**src/rtl/hamming_serial_tx_if.sv**
```systemverilog
// Handshake and serial-output bundle for the Hamming(7,4) serial transmitter.
interface hamming_serial_tx_if #(
   parameter int unsigned WIDTH = 16
);
   localparam int unsigned POS_W = $clog2(7 * (WIDTH / 4));

   logic             in_valid;
   logic             in_ready;
   logic [WIDTH-1:0] in_data;
   logic             inj_en;
   logic [POS_W-1:0] inj_pos;
   logic             tx_bit;
   logic             tx_valid;
   logic             tx_start;
   logic             tx_last;
   logic             busy;

   modport master (
      output in_valid, in_data, inj_en, inj_pos,
      input  in_ready, tx_bit, tx_valid, tx_start, tx_last, busy
   );

   modport slave (
      input  in_valid, in_data, inj_en, inj_pos,
      output in_ready, tx_bit, tx_valid, tx_start, tx_last, busy
   );
endinterface

```
**src/rtl/hamming_serial_tx.sv**
```systemverilog
// Hamming(7,4) frame encoder and serialiser with optional single-bit error injection.
// Nibble 0 is sent first, each codeword LSB first: d0,d1,d2,d3,p1,p2,p3.
module hamming_serial_tx #(
   parameter int unsigned WIDTH        = 16,
   parameter int unsigned CLKS_PER_BIT = 1
) (
   input  logic                clk,
   input  logic                rst,
   hamming_serial_tx_if.slave  bus
);
   localparam int unsigned BLOCKS     = WIDTH / 4;
   localparam int unsigned FRAME_BITS = 7 * BLOCKS;
   localparam int unsigned POS_W      = $clog2(FRAME_BITS);
   localparam int unsigned DIV_W      = $clog2(CLKS_PER_BIT + 1);

   typedef enum logic {S_IDLE, S_SEND} state_t;

   state_t                r_state;
   logic [FRAME_BITS-1:0] r_sr;
   logic [POS_W-1:0]      r_bit_cnt;
   logic [DIV_W-1:0]      r_div_cnt;
   logic                  r_tx_bit;
   logic                  r_tx_valid;
   logic                  r_tx_start;
   logic                  r_tx_last;

   state_t                w_state_nxt;
   logic [FRAME_BITS-1:0] w_sr_nxt;
   logic [POS_W-1:0]      w_bit_nxt;
   logic [DIV_W-1:0]      w_div_nxt;
   logic [FRAME_BITS-1:0] w_frame;
   logic [FRAME_BITS-1:0] w_mask;
   logic [3:0]            w_nib;
   logic                  w_send_nxt;

   // Encoded frame and one-hot injection mask; out-of-range positions match no bit
   always_comb begin
      w_frame = '0;
      w_mask  = '0;
      w_nib   = '0;
      for (int i = 0; i < int'(BLOCKS); i++) begin
         w_nib = bus.in_data[4*i +: 4];
         w_frame[7*i +: 7] = {w_nib[0] ^ w_nib[1] ^ w_nib[2],
                              w_nib[0] ^ w_nib[1] ^ w_nib[3],
                              w_nib[0] ^ w_nib[2] ^ w_nib[3],
                              w_nib};
      end
      for (int k = 0; k < int'(FRAME_BITS); k++) begin
         w_mask[k] = bus.inj_en && (bus.inj_pos == POS_W'(k));
      end
   end

   // Next-state logic; outputs are precomputed from next values so they register in step
   always_comb begin
      w_state_nxt = r_state;
      w_sr_nxt    = r_sr;
      w_bit_nxt   = r_bit_cnt;
      w_div_nxt   = r_div_cnt;
      case (r_state)
         S_IDLE: begin
            if (bus.in_valid) begin
               w_sr_nxt    = w_frame ^ w_mask;
               w_bit_nxt   = '0;
               w_div_nxt   = '0;
               w_state_nxt = S_SEND;
            end
         end
         S_SEND: begin
            if (r_div_cnt == DIV_W'(CLKS_PER_BIT - 1)) begin
               w_div_nxt = '0;
               w_sr_nxt  = r_sr >> 1;
               if (r_bit_cnt == POS_W'(FRAME_BITS - 1)) begin
                  w_bit_nxt   = '0;
                  w_state_nxt = S_IDLE;
               end else begin
                  w_bit_nxt = r_bit_cnt + POS_W'(1);
               end
            end else begin
               w_div_nxt = r_div_cnt + DIV_W'(1);
            end
         end
         default: w_state_nxt = S_IDLE;
      endcase
      w_send_nxt = (w_state_nxt == S_SEND);
   end

   always_ff @(posedge clk or negedge rst) begin
      if (!rst) begin
         r_state    <= S_IDLE;
         r_sr       <= '0;
         r_bit_cnt  <= '0;
         r_div_cnt  <= '0;
         r_tx_bit   <= 1'b0;
         r_tx_valid <= 1'b0;
         r_tx_start <= 1'b0;
         r_tx_last  <= 1'b0;
      end else begin
         r_state    <= w_state_nxt;
         r_sr       <= w_sr_nxt;
         r_bit_cnt  <= w_bit_nxt;
         r_div_cnt  <= w_div_nxt;
         r_tx_bit   <= w_send_nxt & w_sr_nxt[0];
         r_tx_valid <= w_send_nxt;
         r_tx_start <= w_send_nxt && (w_bit_nxt == '0);
         r_tx_last  <= w_send_nxt && (w_bit_nxt == POS_W'(FRAME_BITS - 1));
      end
   end

   assign bus.in_ready = (r_state == S_IDLE);
   assign bus.tx_bit   = r_tx_bit;
   assign bus.tx_valid = r_tx_valid;
   assign bus.tx_start = r_tx_start;
   assign bus.tx_last  = r_tx_last;
   assign bus.busy     = r_tx_valid;
endmodule

```
**src/flat_wrapper.sv**
```systemverilog
// flat-port wrapper written by rule: the top's interface ports become plain ports
module hamming_serial_tx_flat 
#(
   parameter int unsigned WIDTH        = 16,
   parameter int unsigned CLKS_PER_BIT = 1
)
  (clk, rst, bus_in_valid, bus_in_data, bus_inj_en, bus_inj_pos, bus_in_ready, bus_tx_bit, bus_tx_valid, bus_tx_start, bus_tx_last, bus_busy);
  hamming_serial_tx_if #(.WIDTH(WIDTH)) bus_i ();
  input  logic clk;
  input  logic rst;
  input wire logic [$bits(bus_i.in_valid)-1:0] bus_in_valid;
  input wire logic [$bits(bus_i.in_data)-1:0] bus_in_data;
  input wire logic [$bits(bus_i.inj_en)-1:0] bus_inj_en;
  input wire logic [$bits(bus_i.inj_pos)-1:0] bus_inj_pos;
  output wire logic [$bits(bus_i.in_ready)-1:0] bus_in_ready;
  output wire logic [$bits(bus_i.tx_bit)-1:0] bus_tx_bit;
  output wire logic [$bits(bus_i.tx_valid)-1:0] bus_tx_valid;
  output wire logic [$bits(bus_i.tx_start)-1:0] bus_tx_start;
  output wire logic [$bits(bus_i.tx_last)-1:0] bus_tx_last;
  output wire logic [$bits(bus_i.busy)-1:0] bus_busy;
  assign bus_i.in_valid = bus_in_valid;
  assign bus_i.in_data = bus_in_data;
  assign bus_i.inj_en = bus_inj_en;
  assign bus_i.inj_pos = bus_inj_pos;
  assign bus_in_ready = bus_i.in_ready;
  assign bus_tx_bit = bus_i.tx_bit;
  assign bus_tx_valid = bus_i.tx_valid;
  assign bus_tx_start = bus_i.tx_start;
  assign bus_tx_last = bus_i.tx_last;
  assign bus_busy = bus_i.busy;
  hamming_serial_tx #(.WIDTH(WIDTH), .CLKS_PER_BIT(CLKS_PER_BIT)) u_core (.clk(clk), .rst(rst), .bus(bus_i));
endmodule
```
**config.mk**
```make
export PLATFORM = sky130hd
export DESIGN_NAME = hamming_serial_tx_flat
export DESIGN_NICKNAME = d
export VERILOG_FILES = /design/src/rtl/hamming_serial_tx_if.sv /design/src/rtl/hamming_serial_tx.sv /design/src/flat_wrapper.sv
export SDC_FILE = /design/constraint.sdc
export NUM_CORES = 1
export LEC_CHECK = 0
export ABC_AREA = 1
export CORE_ASPECT_RATIO = 1.2
export CORE_MARGIN = 5
export CORE_UTILIZATION = 55
export CTS_BUF_LIST = sky130_fd_sc_hd__clkbuf_16
export DETAILED_ROUTE_END_ITERATION = 8
export PLACE_DENSITY_LB_ADDON = 0.05
export SLEW_MARGIN = 20
export SYNTH_ARGS = -nofsm -noshare
export SYNTH_HDL_FRONTEND = slang
export SYNTH_SLANG_ARGS = --single-unit
```
**constraint.sdc**
```tcl
create_clock -name clk -period 1.5 [get_ports clk]
set_input_delay 0.375 -clock clk [delete_from_list [all_inputs] [get_ports clk]]
set_output_delay 0.375 -clock clk [all_outputs]
set_load 0.01 [all_outputs]
```
==> summary.txt <==
Drt
  – DR pass1 iterations: 7
  – Starting DRT DRC Count: 163
  – Avg WL per Cell: 13.8 µm
  – DR vias: about 2800
  – Remaining DRCs: 0
  – Final ANT Viol Nets: 0
  – Total wire length: 7040 µm
  – Vias per cell: 5.50

Global route
  – Gr usage total: 0.251
  – First-pass GRT wire length: roughly 12000 µm
  – Vias in the first global route: 2797
  – Grt ovf: 0
  – Initial antenna violation count: 0
  – Largest net degree at the start of global routing: 21

STA
  – Clock skew: 2.79 ps
  – Period utilisation layout: 0.988
  – Final Hold Fails: 0
  – Max_slew headroom: 0.685
  – # setup viols final: 0
  – RSZ-0062 raised after global routing: true
  – F_max: 675 MHz
  – Minimum clock period: 1480 ps
  – Slew @ Worst Pin: 473 ps
  – Slew Viols, Final: 0

Final layout
  – Ant diodes: 0
  – Post-route insts no fill: roughly 510
  – Area delta synth->final: 33.1%
  – Share of cells above drive strength 1: 0.156
  – Total Nets Final: 475
  – Final Cell Area: between 3000 and 4000 µm²

Setup path
  – Worst R2R Start: u_core.r_state
  – CP required: between 1000 and 1500 ps
  – Worst Reg-to-Reg Cells: 9
  – Flop2flop setup slack: 60 ps
  – Max FO, Critical Path: 3
  – Critical Path End Type: primary output
  – Critical Path AT: 1110 ps
  – Worst r2r dst: u_core.bus.tx_last
  – Startpoint Class: register
  – Crit Path Category: register to primary output

Floorplanning
  – Core ar.: 4560 µm²
  – Total Die Area: 6130 µm²
  – Initial Util: 0.562
  – # IOs: 31
  – # rows: 27
  – DIE HEIGHT: between 80 and 90 µm
  – Chip width: 72.3 µm

Clock network
  – Clock sink count: 37
  – TritonCTS clock tree: built
  – CTS Buf Count: 5
  – Worst-Skew Late Latency: 280 ps
  – Clk slew on worst S/H paths: approximately 60 ps
  – Clock Path Buffers: 2
  – H-tree depth: 2
  – Root buffer cell: clkbuf_16

Synthesis
  – Synth Area per Inst: 6.76 µm²
  – Compound-Gate Fraction of Synth Area: 0.0947
  – Number of distinct library cells after synthesis: 23
  – Yosys warnings: 0
  – Synth Area in Simple Gates: 0.409
  – Seq cells post-synth: 37
  – Adder-Cell Fraction of Synth Area: 0.00488
  – Combinational family with the most area after synthesis: simple AND/OR/NAND/NOR gates
  – Cells after Synth: about 380
  – Sequential area share after synthesis: 0.361
  – Post-synthesis mux area share: 0
  – Synth Net Count: 405
  – Post-Syn Area: between 2000 and 3000 µm²
  – Post-synthesis xor/xnor area fraction: 0.0273

Placement
  – DP Area: 3160 µm²
  – RePlAce Congestion: 0.928
  – IO buf count: 30
  – Placed Cells: roughly 500
  – Detailed placer's ending HPWL: 5160 µm

Pwr
  – Leakage: 1.89 nW
  – Sw Ratio: 0.369
  – Worst VDD drop: around 0.00056 V
  – Switching power: between 1.5 and 2 mW
  – Design internal power: 2.83 mW
  – Part of the power in the clock network: 0.229
  – Total power: roughly 4.5 mW
  – Logic pwr share: 0.398
  – Reg power frac: 0.373
  – Pwr per Cell Area: 1320 nW/µm²

Outcome
  – Outcome: complete, no violations

Hold path
  – Worst min path class: input port to asynchronous set/reset pin

Run
  – # Max-Cap Violations: 0
-- what timing repair did --
| action | 4_1_cts | 5_1_grt |
|---|---|---|
| pin swaps | 3 | 4 |
| endpoints found under the setup margin | 9 | 30 |
| gates resized for setup | 10 | 14 |
| endpoints found under the hold margin | 0 | 0 |
| hold buffers | 0 | 0 |
| setup buffers | 4 | 5 |
-- how the worst max path moves through the flow --
stage                        startpoint             endpoint  slack [ps]
floorplan           u_core.r_bit_cnt[0]   u_core.bus.tx_last         250
global placement         bus_inj_pos[2]      u_core.r_sr[19]        -270
detailed placement           bus_inj_en       u_core.r_sr[7]        -300
CTS                 u_core.r_bit_cnt[1]  u_core.bus.tx_start          20
global route        u_core.r_bit_cnt[1]  u_core.bus.tx_start         -30
finish                   u_core.r_state             bus_busy          20
-- routing by layer --
layer  global-route usage  share of wire
met1                0.303           0.40
met2                0.432           0.51
met3               0.0383          0.059
met4                0.109          0.032
met5                    0              0
-- registers in the layout, summed over array words and instances, names as in the netlist --
register             flops
u_core.r_bit_cnt         5
u_core.bus.tx_bit        1
u_core.r_state           1
u_core.bus.tx_start      1
u_core.bus.tx_last       1
u_core.r_sr             28
-- power groups by stage --
stage	combinational [mW]	sequential, mW	clock, mW
6_report	1.79	1.67	1.03
5_1_grt	2.04	1.72	1.09
4_1_cts	1.74	1.67	1.04
3_5_place_dp	1.73	1.69	0
3_3_place_gp	1.67	1.67	0
2_1_floorplan	1.14	1.63	0
-- cell usage after synthesis --
cell type	count	share of area
buf_6	1	0.0044
inv_2	1	0.0015
nor3_1	1	0.0020
o21bai_1	2	0.0059
nand2_1	138	0.20
xnor2_1	4	0.014
inv_1	50	0.073
nand2_2	1	0.0024
a22oi_1	21	0.062
xor2_1	4	0.014
buf_2	3	0.0059
dfrtp_1	37	0.36
nand4_1	2	0.0049
nand3_1	69	0.13
o21ai_0	8	0.016
o21ai_1	3	0.0059
nand3b_1	1	0.0029
ha_1	1	0.0049
nor2_1	14	0.021
nor2_4	8	0.035
buf_4	6	0.018
a21oi_1	3	0.0059
nand2_4	1	0.0044
-- critical path, cell delays in order, from the launching register on --
cell and delay (ps):
dfrtp_1 400, buf_4 150, dlygate4sd2_1 280
-- cell families (layout without fill, tap and decap cells) --
group | count (synthesis) | in the layout
xor+xnor | 8 | 8
compound gates | 37 | 37
flops | 37 | 37
simple gates | 235 | 235
buf+inv | 61 | 132
fa+ha+maj | 1 | 1
-- placed cells by master, fill, tap and decap left out, types with 3 or more instances in the layout --
cell,netlist,layout
buf_4,6,38
nor2_4,8,8
a21oi_1,3,3
clkdlybuf4s50_1,0,14
dlygate4sd2_1,0,7
clkbuf_16,0,5
xor2_1,4,4
nand3_1,69,68
nor2_1,14,12
o21ai_1,3,3
inv_1,50,49
buf_12,0,4
dfrtp_1,37,37
nand2_2,1,4
xnor2_1,4,4
dlymetal6s2s_1,0,8
a22oi_1,21,21
o21ai_0,8,8
nand2_1,138,135
-- layout make-up --
| class | instances | area, µm² |
|---|---|---|
| Fill cell | 355 | 1150 |
| Multi-Input combinational cell | 281 | 1390 |
| Inverter | 51 | 191 |
| Clock inverter | 3 | 17.5 |
| Timing Repair Buffer | 73 | 683 |
| Tap cell | 58 | 72.6 |
| Clock buffer | 5 | 125 |
| Sequential cell | 37 | 926 |
-- stage by stage --
step	setup TNS (ps)	setup slack [ps]	util	hold WS [ps]
global placement	-5920	-271	0.694	343
detailed placement	-6650	-297	0.694	345
finish	0	18.7	0.748	44.6
CTS	0	16.2	0.732	54.0
floorplan	0	252	-	79.4
global route	-89.3	-34.0	0.748	72.2
Note: power is estimated with default switching activity, not from simulation.
==> patch 1: new RTL, same settings <==
`WIDTH` is set to 16 in 3 places; all go to 8.
--- a/src/rtl/hamming_serial_tx_if.sv
+++ b/src/rtl/hamming_serial_tx_if.sv
@@ -1,6 +1,6 @@
 // Handshake and serial-output bundle for the Hamming(7,4) serial transmitter.
 interface hamming_serial_tx_if #(
-   parameter int unsigned WIDTH = 16
+   parameter int unsigned WIDTH = 8
 );
    localparam int unsigned POS_W = $clog2(7 * (WIDTH / 4));
 
--- a/src/rtl/hamming_serial_tx.sv
+++ b/src/rtl/hamming_serial_tx.sv
@@ -1,7 +1,7 @@
 // Hamming(7,4) frame encoder and serialiser with optional single-bit error injection.
 // Nibble 0 is sent first, each codeword LSB first: d0,d1,d2,d3,p1,p2,p3.
 module hamming_serial_tx #(
-   parameter int unsigned WIDTH        = 16,
+   parameter int unsigned WIDTH        = 8,
    parameter int unsigned CLKS_PER_BIT = 1
 ) (
    input  logic                clk,
--- a/src/flat_wrapper.sv
+++ b/src/flat_wrapper.sv
@@ -1,7 +1,7 @@
 // flat-port wrapper written by rule: the top's interface ports become plain ports
 module hamming_serial_tx_flat 
 #(
-   parameter int unsigned WIDTH        = 16,
+   parameter int unsigned WIDTH        = 8,
    parameter int unsigned CLKS_PER_BIT = 1
 )
   (clk, rst, bus_in_valid, bus_in_data, bus_inj_en, bus_inj_pos, bus_in_ready, bus_tx_bit, bus_tx_valid, bus_tx_start, bus_tx_last, bus_busy);
Interface: changed (resized bus_in_data and bus_inj_pos); port bits go from 31 to 22. No check against the original RTL was run, so the function may have changed too.
==> patch 1 against the unedited design <==
  * Setup slack better by 0.0043 ns
  * Design area down 44%
  * Synthesized area shrank 43%
  * Worst hold slack gained 0.43 ns
  * Global-route usage is 5.0 points lower
  * Wire length down 50%
  * Power is 41% lower
  * Sequential cell count is 15 lower
  * Combinational power down 39%
  * Critical endpoint is now bus_tx_bit
  * Largest cell class unchanged
  * Largest power group unchanged
==> patch 1: results (changes against the unedited design) <==
metric,value,unit,change
detailed_place_hpwl,2.75,mm,-47%
place.gp.congestion,0.913,,-1.7%
placedCellCount,281,,-43%
num-nonclk-inverters,26,,-49%
pre_cts_slack,-0.204,ns,+0.0930 ns
multi_input_logic_portion_of_the_cell_area,0.404,,-0.00529
detail_route.iter0.violations,50,,-69%
slowest_stage,sky130_fd_sc_hd__clkdlybuf4s50_1,,
numSequentialCells,22,,-41%
num-nonclk-buffers,41,,-44%
met2_wirelength,1.89,mm,-47%
global_route.usage.total,0.201,,-0.0499
clk_buf_instances,3,,-2
worstSkewPairLatency,0.25,ns,-0.03 ns
fill_cells,197,,-45%
swShare,0.367,,-0.00206
cts.htree.levels,1,,-1
comb.multi_input.count,159,,-43%
met3_usage,0.0176,,-0.0207
global_route.usage.met2,0.394,,-0.0374
yosys-top-cells-area,"sky130_fd_sc_hd__dfrtp_1 (38%), sky130_fd_sc_hd__nand2_1 (19%), sky130_fd_sc_hd__nand3_1 (10%)",,
drt_first_pass_iters,4,,-3
final_layout_size_suffix_gt1_frac,0.159,,+0.00317
largest_net_degree_at_the_start_of_global_routing,23,,+9.5%
cts_buffers,3,,-2
detail_route.wirelength.met1,1.44,mm,-49%
rr_worst_depth,8,,-1
met3_wirelength,138,um,-67%
drt_wl_total,3.55,mm,-50%
worst_slew_pin_slew,0.310,ns,-0.163 ns
regToRegEndpoint,u_core.bus.tx_start$_DFF_PN0_,,
syn_avg_cell_area,6.84,um^2,+1.1%
first_global_vias,1523,,-46%
synth.yosys.seq_area_share,0.378,,+0.0167
largest_driver_fanout_on_the_critical_path,1,,-2
synth.top_cells.by_count,"sky130_fd_sc_hd__nand2_1 (73), sky130_fd_sc_hd__nand3_1 (30), sky130_fd_sc_hd__dfrtp_1 (22)",,
sequential_cell_area,551,um^2,-41%
detail_route.vias_per_cell,5.42,,-1.3%
hold-worst-slack,0.471,ns,+0.427 ns
final-instance-count-excl-fill,285,,-44%
outcome,finished clean,,
port_buffers,21,,-30%
worst_path_largest_cell_delay,0.53,ns,+0.13 ns
reg2reg_slack,0.20,ns,+0.14 ns
leakagePower,1.02,nW,-46%
postSynthNetCount,229,,-43%
patch 1: changes by cell type in the layout (fill, tap and decap cells not counted), moves of 5 or more:
cell                             change
sky130_fd_sc_hd__nand2_1            -62
sky130_fd_sc_hd__nand3_1            -38
sky130_fd_sc_hd__inv_1              -32
sky130_fd_sc_hd__buf_4              -19
sky130_fd_sc_hd__dfrtp_1            -15
sky130_fd_sc_hd__a22oi_1            -11
sky130_fd_sc_hd__inv_2               +6
sky130_fd_sc_hd__nor2_4              -6
sky130_fd_sc_hd__dlymetal6s2s_1      -5
sky130_fd_sc_hd__o21ai_0             -5
patch 1: worst max path at each step:
stage,start,to,slack (ns),depth (start not counted)
after global placement,bus_inj_pos[1],u_core.r_sr[8]$_DFFE_PN0P_,-0.16,6
after global routing,bus_inj_pos[2],u_core.r_sr[6]$_DFFE_PN0P_,-0.0009,5
after CTS,u_core.bus.tx_bit$_DFF_PN0_,bus_tx_bit,0.01,1
after floorplan,u_core.r_state$_DFF_PN0_,u_core.r_sr[1]$_DFFE_PN0P_,0.33,6
final,u_core.bus.tx_bit$_DFF_PN0_,bus_tx_bit,0.02,1
after detailed placement,bus_inj_pos[0],u_core.r_sr[8]$_DFFE_PN0P_,-0.20,6
patch 1: cells by family (layout without fill, tap and decap cells):
logic type / Yosys count / count (layout) / share of synthesized area
flops: 22 / 22 / 0.378
simple gates: 130 / 130 / 0.407
buf+inv: 32 / 71 / 0.0936
compound gates: 29 / 29 / 0.121
patch 1: power groups by stage:
stage | Clock, mW | Sequential [mW] | Combinational, mW
6_report | 0.552 | 0.981 | 1.09
3_3_place_gp | 0 | 0.969 | 1.04
4_1_cts | 0.560 | 0.979 | 1.10
5_1_grt | 0.577 | 1.01 | 1.22
3_5_place_dp | 0 | 0.982 | 1.10
2_1_floorplan | 0 | 0.961 | 0.703
==> patch 2: new RTL, same settings <==
Made on the original files. Make the reset (`rst`) synchronous in one clocked block.
--- a/src/rtl/hamming_serial_tx.sv
+++ b/src/rtl/hamming_serial_tx.sv
@@ -84,7 +84,7 @@
       w_send_nxt = (w_state_nxt == S_SEND);
    end
 
-   always_ff @(posedge clk or negedge rst) begin
+   always_ff @(posedge clk) begin
       if (!rst) begin
          r_state    <= S_IDLE;
          r_sr       <= '0;
Check against the original RTL: differs if rst is asserted again (counterexample within 4 cycles, from zero or initial values and one cycle with rst low); with rst held inactive, the same outputs for 10 cycles.
==> patch 2 against the unedited design <==
  * Utilization increased by 6.0 points
  * Global-route usage rose by 1.2 points
  * Wire length rose by 6.8%
  * Setup slack better by 0.064 ns
  * Synthesized area shrank 5.8%
  * Non-clock buffer count increased by 12
  * Design area rose by 0.95%
  * Sequential cell count unchanged
  * Critical path type is now reg2reg
Power is not compared: it rests on default switching activity, and its combinational part moved more than twofold at a synthesized area within 25%.
==> patch 2: results (changes against the unedited design) <==
metric,value,unit,change
outcome,finished clean,,
final_layout_size_suffix_gt1_frac,0.184,,+0.0285
synth_compound_area_frac,0.167,,+0.0721
pre_cts_slack,-0.335,ns,-0.0379 ns
setup_ws,0.0823,ns,+0.0636 ns
fin_nets,503,,+5.9%
global_route.usage.met2,0.497,,+0.0655
cts_setup_buffers,0,,-4
detail_route.iter0.violations,249,,+53%
fill_cells,321,,-9.6%
rr_worst_depth,8,,-1
synthAdderAreaFrac,0.00518,,+0.000299
first_global_vias,2788,,-0.32%
place.gp.congestion,0.953,,+2.7%
worst_clock_skew,0.00921,ns,+0.00642 ns
avgRoutedWirePerCell,14.1,um,+1.6%
met2_wirelength,3.82,mm,+6.5%
met3_wirelength,429,um,+4.1%
detail_route.vias_per_cell,5.60,,+1.9%
post_synth_num_cell_types,18,,-22%
grt_use_met1,0.296,,-0.00765
slowest_stage,sky130_fd_sc_hd__dfxtp_2,,
hold_path.class,reg2reg,,
critPathArrivalTime,1.60,ns,+0.49 ns
worst_path_largest_cell_delay,0.36,ns,-0.04 ns
regToRegEndpoint,u_core.bus.tx_last$_SDFF_PN0_,,
timing_worst_setup_path_type,reg2reg,,
global_route.usage.total,0.262,,+0.0118
wire_length_of_the_first_global_routing_pass,12.3,mm,+0.40%
largest_net_degree_at_the_start_of_global_routing,35,,+67%
synth.top_cells.by_count,"sky130_fd_sc_hd__nand2_1 (113), sky130_fd_sc_hd__nand3_1 (80), sky130_fd_sc_hd__inv_1 (47)",,
crit_family,simple AND/OR/NAND/NOR gates,,
synth.yosys.seq_area_share,0.307,,-0.0546
r2r-start,u_core.r_bit_cnt[1]$_SDFF_PN0_,,
patch 2: stage by stage:
| stage | hold WS, ns | instance area [um^2] | utilization | power, mW | std cells |
|---|---|---|---|---|---|
| 2_1_floorplan | 0.446 | 2410 | - | 1.43 | 400 |
| 3_3_place_gp | 0.454 | 3190 | 0.748 | 1.75 | 524 |
| 3_5_place_dp | 0.467 | 3190 | 0.748 | 1.77 | 524 |
| 4_1_cts | 0.475 | 3370 | 0.790 | 2.96 | 532 |
| 5_1_grt | 0.501 | 3440 | 0.808 | 3.10 | 534 |
| 6_report | 0.474 | 3440 | 0.808 | 2.98 | 534 |
patch 2: layout make-up:
cell class                      count  share of cell area
Multi-Input combinational cell    293               0.417
Clock inverter                      3              0.0134
Clock buffer                        5              0.0364
Tap cell                           56              0.0204
Timing Repair Buffer               85               0.237
Sequential cell                    37               0.216
Inverter                           55              0.0600
